### config.mk
export PLATFORM = sky130hd
export DESIGN_NAME = pe_acc_collector_flat
export DESIGN_NICKNAME = d
export VERILOG_FILES = /design/src/rtl/pe_acc_pkg.sv /design/src/rtl/pe_acc_collector_if.sv /design/src/rtl/pe_acc_add.sv /design/src/rtl/pe_acc_collector.sv /design/src/flat_wrapper.sv
export SDC_FILE = /design/constraint.sdc
export NUM_CORES = 1
export LEC_CHECK = 0
export CELL_PAD_IN_SITES_DETAIL_PLACEMENT = 1
export CELL_PAD_IN_SITES_GLOBAL_PLACEMENT = 1
export CORE_ASPECT_RATIO = 1.25
export CORE_UTILIZATION = 39
export DETAILED_ROUTE_END_ITERATION = 6
export MAX_ROUTING_LAYER = met4
export PLACE_DENSITY = 0.86
export SYNTH_ARGS = -nofsm -noshare
export SYNTH_HDL_FRONTEND = slang
export SYNTH_SLANG_ARGS = --single-unit
### constraint.sdc
create_clock -name i_clk -period 2.7 [get_ports i_clk]
set_input_delay 0.54 -clock i_clk [delete_from_list [all_inputs] [get_ports i_clk]]
set_output_delay 0.54 -clock i_clk [all_outputs]
set_load 0.05 [all_outputs]
### src/rtl/pe_acc_pkg.sv
// Shared types and defaults for the PE partial-sum collector.
// Provides the FSM state encoding, default widths and a sign-extend helper.
// Imported by the collector and its interface.
package pe_acc_pkg;

    localparam int PROD_W_DEF    = 13;
    localparam int ACC_W_DEF     = 24;
    localparam int MAX_BEATS_DEF = 256;

    typedef enum logic [1:0] {
        IDLE  = 2'd0,
        ACCUM = 2'd1,
        HOLD  = 2'd2
    } state_t;

    // Sign-extend the low w bits of v to 64 bits; callers cast down to their width.
    function automatic logic signed [63:0] sext64(input logic [63:0] v, input int unsigned w);
        logic signed [63:0] t;
        t = v << (64 - w);
        return t >>> (64 - w);
    endfunction

endpackage

### src/rtl/pe_acc_collector_if.sv
// Beat-in / result-out bundle between the PE, the collector and the requant stage.
// slave: collector side; master: upstream controller plus downstream consumer.
// CNT_W must equal $clog2(MAX_BEATS)+1 of the attached collector.
interface pe_acc_collector_if #(
    parameter int PROD_W = pe_acc_pkg::PROD_W_DEF,
    parameter int ACC_W  = pe_acc_pkg::ACC_W_DEF,
    parameter int CNT_W  = $clog2(pe_acc_pkg::MAX_BEATS_DEF) + 1
);
    logic              i_valid;
    logic              i_last;
    logic [PROD_W-1:0] i_prod;
    logic              o_ready;
    logic              o_valid;
    logic              i_ready;
    logic [ACC_W-1:0]  o_acc;
    logic              o_ovf;
    logic              o_err;
    logic [CNT_W-1:0]  o_beats;

    modport slave (
        input  i_valid, i_last, i_prod, i_ready,
        output o_ready, o_valid, o_acc, o_ovf, o_err, o_beats
    );

    modport master (
        output i_valid, i_last, i_prod, i_ready,
        input  o_ready, o_valid, o_acc, o_ovf, o_err, o_beats
    );
endinterface

### src/rtl/pe_acc_add.sv
// Signed ACC_W adder with overflow flag; clamps to the signed range when ACC_SAT_EN is defined.
// Latency: purely combinational.
// Backpressure: none, the caller decides when the sum is captured.
module pe_acc_add #(
    parameter int ACC_W = 24
) (
    input  logic [ACC_W-1:0] a,
    input  logic [ACC_W-1:0] b,
    output logic [ACC_W-1:0] sum,
    output logic             ovf
);
    localparam logic [ACC_W-1:0] ACC_MAX = {1'b0, {(ACC_W-1){1'b1}}};
    localparam logic [ACC_W-1:0] ACC_MIN = {1'b1, {(ACC_W-1){1'b0}}};

    logic [ACC_W-1:0] raw;

    // Overflow when both operands share a sign the result does not; clamp direction follows operand sign.
    always_comb begin
        raw = a + b;
        ovf = (a[ACC_W-1] == b[ACC_W-1]) && (raw[ACC_W-1] != a[ACC_W-1]);
`ifdef ACC_SAT_EN
        sum = ovf ? (a[ACC_W-1] ? ACC_MIN : ACC_MAX) : raw;
`else
        sum = raw;
`endif
    end

endmodule

### src/rtl/pe_acc_collector.sv
// Accumulates signed PE partial sums over a frame and hands one result per frame downstream (ACC_SAT_EN selects clamp vs wrap).
// Latency: result registered, o_valid rises the cycle after the last beat is accepted; 1 beat/cycle incl. back-to-back frames.
// Backpressure: while a result is held, o_ready follows i_ready so a stalled consumer stalls the PE.
module pe_acc_collector #(
    parameter int PROD_W    = pe_acc_pkg::PROD_W_DEF,
    parameter int ACC_W     = pe_acc_pkg::ACC_W_DEF,
    parameter int MAX_BEATS = pe_acc_pkg::MAX_BEATS_DEF
) (
    input  logic                  i_clk,
    input  logic                  i_rst_n,
    pe_acc_collector_if.slave     bus
);
    import pe_acc_pkg::*;

    localparam int CNT_W = $clog2(MAX_BEATS) + 1;

    state_t           state_q;
    state_t           state_d;
    logic [ACC_W-1:0] acc_q;
    logic [CNT_W-1:0] beats_q;
    logic             ovf_q;
    logic             err_q;

    logic [ACC_W-1:0] prod_ext;
    logic [ACC_W-1:0] add_sum;
    logic             add_ovf;
    logic [CNT_W-1:0] beats_inc;
    logic             beat_take;
    logic             first_last;
    logic             cnt_full;

    assign prod_ext   = ACC_W'(sext64(64'(bus.i_prod), PROD_W));
    assign beats_inc  = beats_q + CNT_W'(1);
    assign cnt_full   = (beats_inc == CNT_W'(MAX_BEATS));
    assign beat_take  = bus.i_valid && bus.o_ready;
    // A one-beat budget closes a frame on its first beat even without i_last.
    assign first_last = bus.i_last || (MAX_BEATS == 1);

    pe_acc_add #(.ACC_W(ACC_W)) u_add (
        .a   (acc_q),
        .b   (prod_ext),
        .sum (add_sum),
        .ovf (add_ovf)
    );

    // State register.
    always_ff @(posedge i_clk or negedge i_rst_n) begin
        if (!i_rst_n) begin
            state_q <= IDLE;
        end else begin
            state_q <= state_d;
        end
    end

    // Next-state: frames close on i_last or when the beat budget is used up.
    always_comb begin
        state_d = state_q;
        case (state_q)
            IDLE: begin
                if (bus.i_valid) begin
                    state_d = first_last ? HOLD : ACCUM;
                end
            end
            ACCUM: begin
                if (bus.i_valid && (bus.i_last || cnt_full)) begin
                    state_d = HOLD;
                end
            end
            HOLD: begin
                if (bus.i_ready) begin
                    if (bus.i_valid) begin
                        state_d = first_last ? HOLD : ACCUM;
                    end else begin
                        state_d = IDLE;
                    end
                end
            end
            default: state_d = IDLE;
        endcase
    end

    // Handshake outputs: a held result only lets a new beat in when the consumer takes it this cycle.
    always_comb begin
        bus.o_valid = 1'b0;
        bus.o_ready = 1'b1;
        if (state_q == HOLD) begin
            bus.o_valid = 1'b1;
            bus.o_ready = bus.i_ready;
        end
    end

    // Datapath: first beat of a frame reloads, later beats add; flags follow the frame.
    always_ff @(posedge i_clk or negedge i_rst_n) begin
        if (!i_rst_n) begin
            acc_q   <= '0;
            beats_q <= '0;
            ovf_q   <= 1'b0;
            err_q   <= 1'b0;
        end else if (beat_take) begin
            if (state_q == ACCUM) begin
                acc_q   <= add_sum;
                beats_q <= beats_inc;
                ovf_q   <= ovf_q | add_ovf;
                err_q   <= cnt_full && !bus.i_last;
            end else begin
                acc_q   <= prod_ext;
                beats_q <= CNT_W'(1);
                ovf_q   <= 1'b0;
                err_q   <= (MAX_BEATS == 1) && !bus.i_last;
            end
        end
    end

    assign bus.o_acc   = acc_q;
    assign bus.o_beats = beats_q;
    assign bus.o_ovf   = ovf_q;
    assign bus.o_err   = err_q;

endmodule

### src/flat_wrapper.sv
// flat-port wrapper written by rule: the top's interface ports become plain ports
module pe_acc_collector_flat import pe_acc_pkg::*;
#(
    parameter int PROD_W    = pe_acc_pkg::PROD_W_DEF,
    parameter int ACC_W     = pe_acc_pkg::ACC_W_DEF,
    parameter int MAX_BEATS = pe_acc_pkg::MAX_BEATS_DEF
)
  (i_clk, i_rst_n, bus_i_valid, bus_i_last, bus_i_prod, bus_i_ready, bus_o_ready, bus_o_valid, bus_o_acc, bus_o_ovf, bus_o_err, bus_o_beats);
  pe_acc_collector_if #(.PROD_W(PROD_W), .ACC_W(ACC_W), .CNT_W(($clog2((256)) + 1))) bus_i ();
  input  logic i_clk;
  input  logic i_rst_n;
  input wire logic [$bits(bus_i.i_valid)-1:0] bus_i_valid;
  input wire logic [$bits(bus_i.i_last)-1:0] bus_i_last;
  input wire logic [$bits(bus_i.i_prod)-1:0] bus_i_prod;
  input wire logic [$bits(bus_i.i_ready)-1:0] bus_i_ready;
  output wire logic [$bits(bus_i.o_ready)-1:0] bus_o_ready;
  output wire logic [$bits(bus_i.o_valid)-1:0] bus_o_valid;
  output wire logic [$bits(bus_i.o_acc)-1:0] bus_o_acc;
  output wire logic [$bits(bus_i.o_ovf)-1:0] bus_o_ovf;
  output wire logic [$bits(bus_i.o_err)-1:0] bus_o_err;
  output wire logic [$bits(bus_i.o_beats)-1:0] bus_o_beats;
  assign bus_i.i_valid = bus_i_valid;
  assign bus_i.i_last = bus_i_last;
  assign bus_i.i_prod = bus_i_prod;
  assign bus_i.i_ready = bus_i_ready;
  assign bus_o_ready = bus_i.o_ready;
  assign bus_o_valid = bus_i.o_valid;
  assign bus_o_acc = bus_i.o_acc;
  assign bus_o_ovf = bus_i.o_ovf;
  assign bus_o_err = bus_i.o_err;
  assign bus_o_beats = bus_i.o_beats;
  pe_acc_collector #(.PROD_W(PROD_W), .ACC_W(ACC_W), .MAX_BEATS(MAX_BEATS)) u_core (.i_clk(i_clk), .i_rst_n(i_rst_n), .bus(bus_i));
endmodule
# Yosys cells after proc, flatten, opt, wreduce, memory -nomap -nowiden
# Index checks and enable logic that the tools add are counted.
totals:
  out_inout_bits: 37
  word_cells: 36
  ff_bits: 37
  inputBits: 18
classes:
  reduce_logical: 8
  muxes: 12
  n_addsub: 2
  bitwise: 1
  n_eq_ne: 8
op_table:
  columns: ["op", "n"]
  rows:
  - ["24-bit adder", 1]
  - ["24-bit 2-to-1 mux", 1]
  - ["2-bit 2-to-1 mux", 5]
  - ["9-bit by 1-bit adder with 9-bit output (second input constant)", 1]
  - ["9-bit == test (second input constant)", 1]
  - ["9-bit 2-to-1 mux", 1]
  - ["2-bit case mux with 3 select lines", 1]
  - ["1-bit logical AND", 4]
  - ["1-bit 2-to-1 mux", 4]
  - ["2-bit != test (second input constant)", 2]
  - ["3-bit AND reduction", 1]
  - ["2-bit by 1-bit == test with 1-bit output (second input constant)", 1]
  - ["2-bit == test (second input constant)", 1]
  - ["2-bit zero test", 1]
  - ["2-bit by 1-bit != test with 1-bit output (second input constant)", 1]
  - ["1-bit == test", 1]
  - ["1-bit zero test", 1]
  - ["1-bit logical OR", 1]
  - ["1-bit != test", 1]
  - ["1-bit bitwise OR", 1]

# Depth between registers and ports, before layout
depth:
  word_depth: 6
  depth_mapped: 11
  mapped_depth_nobuf: 11

# Cells and area by module
# Synthesis repeated with hierarchy kept, for this count alone.
unflattened:
  cells_unflattened: 354
  hier_area_um2: 3121.7
modules_own_cells:
  columns: ["mod", "seq_area_each_um2", "cells_each", "instances", "area_per_inst_um2"]
  rows:
  - ["pe_acc_collector", 925.9, 184, 1, 1868.0]
  - ["pe_acc_add", 0.0, 170, 1, 1253.7]

# Worst setup path before layout
# OpenSTA, ideal clock, no wires.
synth_path:
  kind: "flip-flop to flip-flop"
  start: "register u_core.acc_q[2], in the netlist u_core.bus.o_acc[2]"
  end: "register u_core.acc_q[21], in the netlist u_core.bus.o_acc[21]"
  path_stages_with_launch: 10
  synth_period_minus_slack_ns: 2.671
  t_arrival_ns: 2.547
  slack_ns: 0.029
  setup_time_ns: 0.124
  cell_sequence: "dfrtp_1 -> ha_1 -> o21ai_1 -> o21ai_2 -> nand2_1 -> or3_4 -> a311oi_4 -> a41oi_2 -> o2111a_1 -> a211o_1"
synth_between:
  elab_chain_cells: 2
synth_lines:
  columns: ["item", "line_no", "rtl"]
  rows:
  - ["from (decl)", "pe_acc_collector.sv:19", "logic [ACC_W-1:0] acc_q;"]
  - ["from (signal assigned)", "pe_acc_collector.sv:101", "acc_q <= add_sum;"]
  - ["from (signal assigned)", "pe_acc_collector.sv:106", "acc_q <= prod_ext;"]
  - ["24-bit adder", "pe_acc_add.sv:19", "raw = a + b;"]
  - ["24-bit 2-to-1 mux", "pe_acc_collector.sv:100", "if (state_q == ACCUM) begin"]
# No other way between the ends.
# A chain may end at the register's enable or synchronous reset.

# Final worst setup path
layout_path:
  start: "input bus_i_prod[3]"
  end: "register u_core.acc_q[21], in the netlist u_core.bus.o_acc[21]"
layout_between:
  elab_chain_cells: 2
layout_lines:
  columns: ["item", "line_no", "rtl"]
  rows:
  - ["from (decl)", "flat_wrapper.sv:14", "input wire logic [$bits(bus_i.i_prod)-1:0] bus_i_prod;"]
  - ["24-bit adder", "pe_acc_add.sv:19", null]
  - ["24-bit 2-to-1 mux", "pe_acc_collector.sv:100", null]
# No other way between the ends.

==> impl_metrics.ini <==
[power]
power-per-cell-area_mw_per_mm2 = 821
leak_pwr_uw = 0.00196
p_total_uw = 3770
power.ir.vdd_worst_mv = 0.403

[grt]
antenna_found_initial = 0
gr-total-overflow = 0
pin_count_of_the_biggest_net_entering_global_routing = 38
track_usage = 0.351
first_pass_grt_wire_length_mm = 20.8
first_global_vias = 3962

[sta]
setup_skew_after_layout_ns = 0.0234
worst_pin_slew_ns = 0.914
worst_slew_margin_rel = 0.391
number_of_hold_slack_violations_in_the_final_timing_report = 0
post-route-period-util = 0.997
finalSetupViolCount = 0
totalNegativeSetupSlack_ns = 0
fmax_mhz = 371
worst_slack_ns = 0.00711
final.min_clock_period_ns = 2.69
final_max_slew_viol_count = 0

[finish]
areaGrowthSynthToFinish_pct = 51.9
layout.cell_area.non_filler_sq_mm = 0.00459
insertedDiodeCount = 0
drive_gt1_frac = 0.263
fin_nets = 525
layout.core_utilization = 0.617

[detailed_routing]
totalWireLength_mm = 14.9
dr_total_vias = 3842
via_per_instance_ratio = 6.68
dr.pass1.iters = 5
postRouteAntennaNets = 0
drc = 0
drt-initial-drc-count = 229
drt-wirelength-per-cell_um = 25.9

[logic_synthesis]
synth_nets = 411
synthesized_flop_and_latch_total = 37
synth_area_leaders = sky130_fd_sc_hd__dfrtp_1 31%, sky130_fd_sc_hd__ha_1 9.9%, sky130_fd_sc_hd__nand2_1 4.6%, sky130_fd_sc_hd__nor2_1 4.3%, sky130_fd_sc_hd__a21oi_1 4.0%
number_of_synthesized_flops_with_an_enable_pin = 0
synth_warnings = 0
async_reset_ff_frac = 1.00
synth_top_area_share = 0.306
ys_top_cells_by_count = 37 x sky130_fd_sc_hd__dfrtp_1, 37 x sky130_fd_sc_hd__nand2_1, 35 x sky130_fd_sc_hd__nor2_1
synth.distinct_cells = 52
netlist_instances = 368
synthesis.area_sq_mm = 0.00303
seq_area_frac_synth = 0.306
synthDominantAreaCellType = sky130_fd_sc_hd__dfrtp_1
postSynthAreaPerCell_sq_um = 8.22
synth_top_flop_cell = sky130_fd_sc_hd__dfrtp_1

[worst_setup_path]
critical_path.max_stage_delay_ns = 0.36
timing.critical_path.required_ns = 2.92
critPathLaunchType = input port
crit_path_capture_type = flip-flop
worstPathMaxFanout = 3
critical_path_arrival_ns = 2.91
worst_path_dominant_cell_family = compound AO/OA/AOI/OAI gates
critical_path.cell_chain = dlygate4sd2_1 -> ha_4 -> o21ai_2 -> o21ai_2 -> nand2_1 -> or3_4 -> a311oi_4 -> a41oi_2 -> o2111a_1 -> a211o_1
critical_path.most_common_cell = sky130_fd_sc_hd__o21ai_2
cell_type_of_the_slowest_stage_on_the_worst_timing_path = sky130_fd_sc_hd__or3_4
critical_path_class = in -> reg
worstPathBufferInverterCount = 1

[floorplanning]
die_area_sq_mm = 0.00812
start_util = 0.406
die_w_um = 80.8
dieHeight_um = 100
core_ar_sq_mm = 0.00744
io_pins = 55
rows = 35

[clock_network]
h-tree-depth = 2
clk_root_buffer_cell = sky130_fd_sc_hd__clkbuf_8
postCtsHoldBufs = 0
clock-sinks = 37
cts.path.max_buffers = 2
cts_tree = done
cts.reportedPaths.clkPinSlew_ns = 0.11
cts_inserted_buffers = 5
clk_latency_ns = 0.32

[place]
detailed_place.area_sq_mm = 0.00410
final_weighted_congestion_in_routability_driven_placement = 0.852
io_buffers = 54
hpwl_mm = 8.26
pre_cts_ws_ns = -0.598

[flow_run]
max_cap_viol_count = 0

[min_path]
worst_hold_class = in -> async

[outcome]
outcome = complete, no violations
[kinds of logic after synthesis]
family	Yosys count	synth area share
adder cells (fa/ha/maj)	25	0.106
flip-flops	37	0.306
multiplexers	2	0.00703
AND/OR/NAND/NOR	131	0.212
buffers and inverters	27	0.0339
AO/OA/AOI/OAI	127	0.280
XOR/XNOR	19	0.0550
[per-stage QoR]
stage                     hold slack, ns  std cells
after floorplan                    0.244        368
after global placement             0.490        560
after detailed placement           0.506        560
after CTS                          0.383        570
after global routing               0.390        575
final                              0.334        575
[path summary, 6_finish.rpt]
path | slack [ns] | depth (start not counted) | end | start
setup / recovery | 0.007 | 10 | u_core.bus.o_acc[21]$_DFFE_PN0P_ | bus_i_prod[3]
hold / removal | 0.33 | 1 | u_core.bus.o_acc[12]$_DFFE_PN0P_ | i_rst_n
setup reg to reg | 0.04 | 9 | u_core.bus.o_acc[21]$_DFFE_PN0P_ | u_core.bus.o_acc[1]$_DFFE_PN0P_
hold reg to reg | 0.52 | 1 | u_core.bus.o_err$_DFFE_PN0P_ | u_core.bus.o_err$_DFFE_PN0P_
max in group asynchronous | 1.77 | 1 | u_core.bus.o_ovf$_DFFE_PN0P_ | i_rst_n
min in group i_clk | 0.52 | 1 | u_core.bus.o_err$_DFFE_PN0P_ | u_core.bus.o_err$_DFFE_PN0P_
[worst register-to-register path: stages, from the launching register on]
cell	delay, ns
sky130_fd_sc_hd__dfrtp_1	0.46
sky130_fd_sc_hd__ha_4	0.33
sky130_fd_sc_hd__a211oi_4	0.08
sky130_fd_sc_hd__o21ai_2	0.20
sky130_fd_sc_hd__nand2_1	0.09
sky130_fd_sc_hd__or3_4	0.36
sky130_fd_sc_hd__a311oi_4	0.29
sky130_fd_sc_hd__a41oi_2	0.21
sky130_fd_sc_hd__o2111a_1	0.28
sky130_fd_sc_hd__a211o_1	0.27
[per-layer routing]
layer	vias to the layer above	track usage	part of all wire
met2	245	0.591	0.51
met3	103	0.0525	0.059
met5	-	-	0
met4	0	0.198	0.066
li1	1579	-	-
met1	1915	0.393	0.37
[state kept, by name, summed over array words and instances (netlist names)]
| signal | count |
|---|---|
| u_core.bus.o_ovf | 1 |
| u_core.state_q | 2 |
| u_core.bus.o_beats | 9 |
| u_core.bus.o_err | 1 |
| u_core.bus.o_acc | 24 |
[layout by cell type (no fill, tap or decap), drive strengths merged, types with 4 or more instances in the layout]
cell and count:
a21o 10, a21oi 24, a22o 10, a31oi 5, and3 8, buf 73
clkbuf 6, clkdlybuf4s50 39, dfrtp 37, dlygate4sd2 9, ha 24, inv 8
nand2 37, nand3 10, nor2 35, nor2b 5, nor3 11, nor3b 6
o211ai 4, o21a 7, o21ai 39, o22ai 6, xnor2 10, xor2 9
[final cells by class]
class	instances	area, sq um
multi-input combinational	304	2340
clock buffer	5	68.8
tap	92	115
inverter	8	30.0
fill	867	2850
timing repair buffer	126	1100
sequential	37	926
clock inverter	3	17.5
[power by group]
group          total (uW)  switching [uW]  internal [uW]
logic                2500            1460           1040
registers             829             170            660
clock network         437             258            179
total                3770            1890           1880
[timing repair]
item,4_1_cts,5_1_grt
gates resized for setup,49,17
hold endpoints to repair,0,0
pin swaps,10,14
setup buffers,2,4
cloned,0,1
setup endpoints to repair,17,7
(Power assumes the default switching activity.)
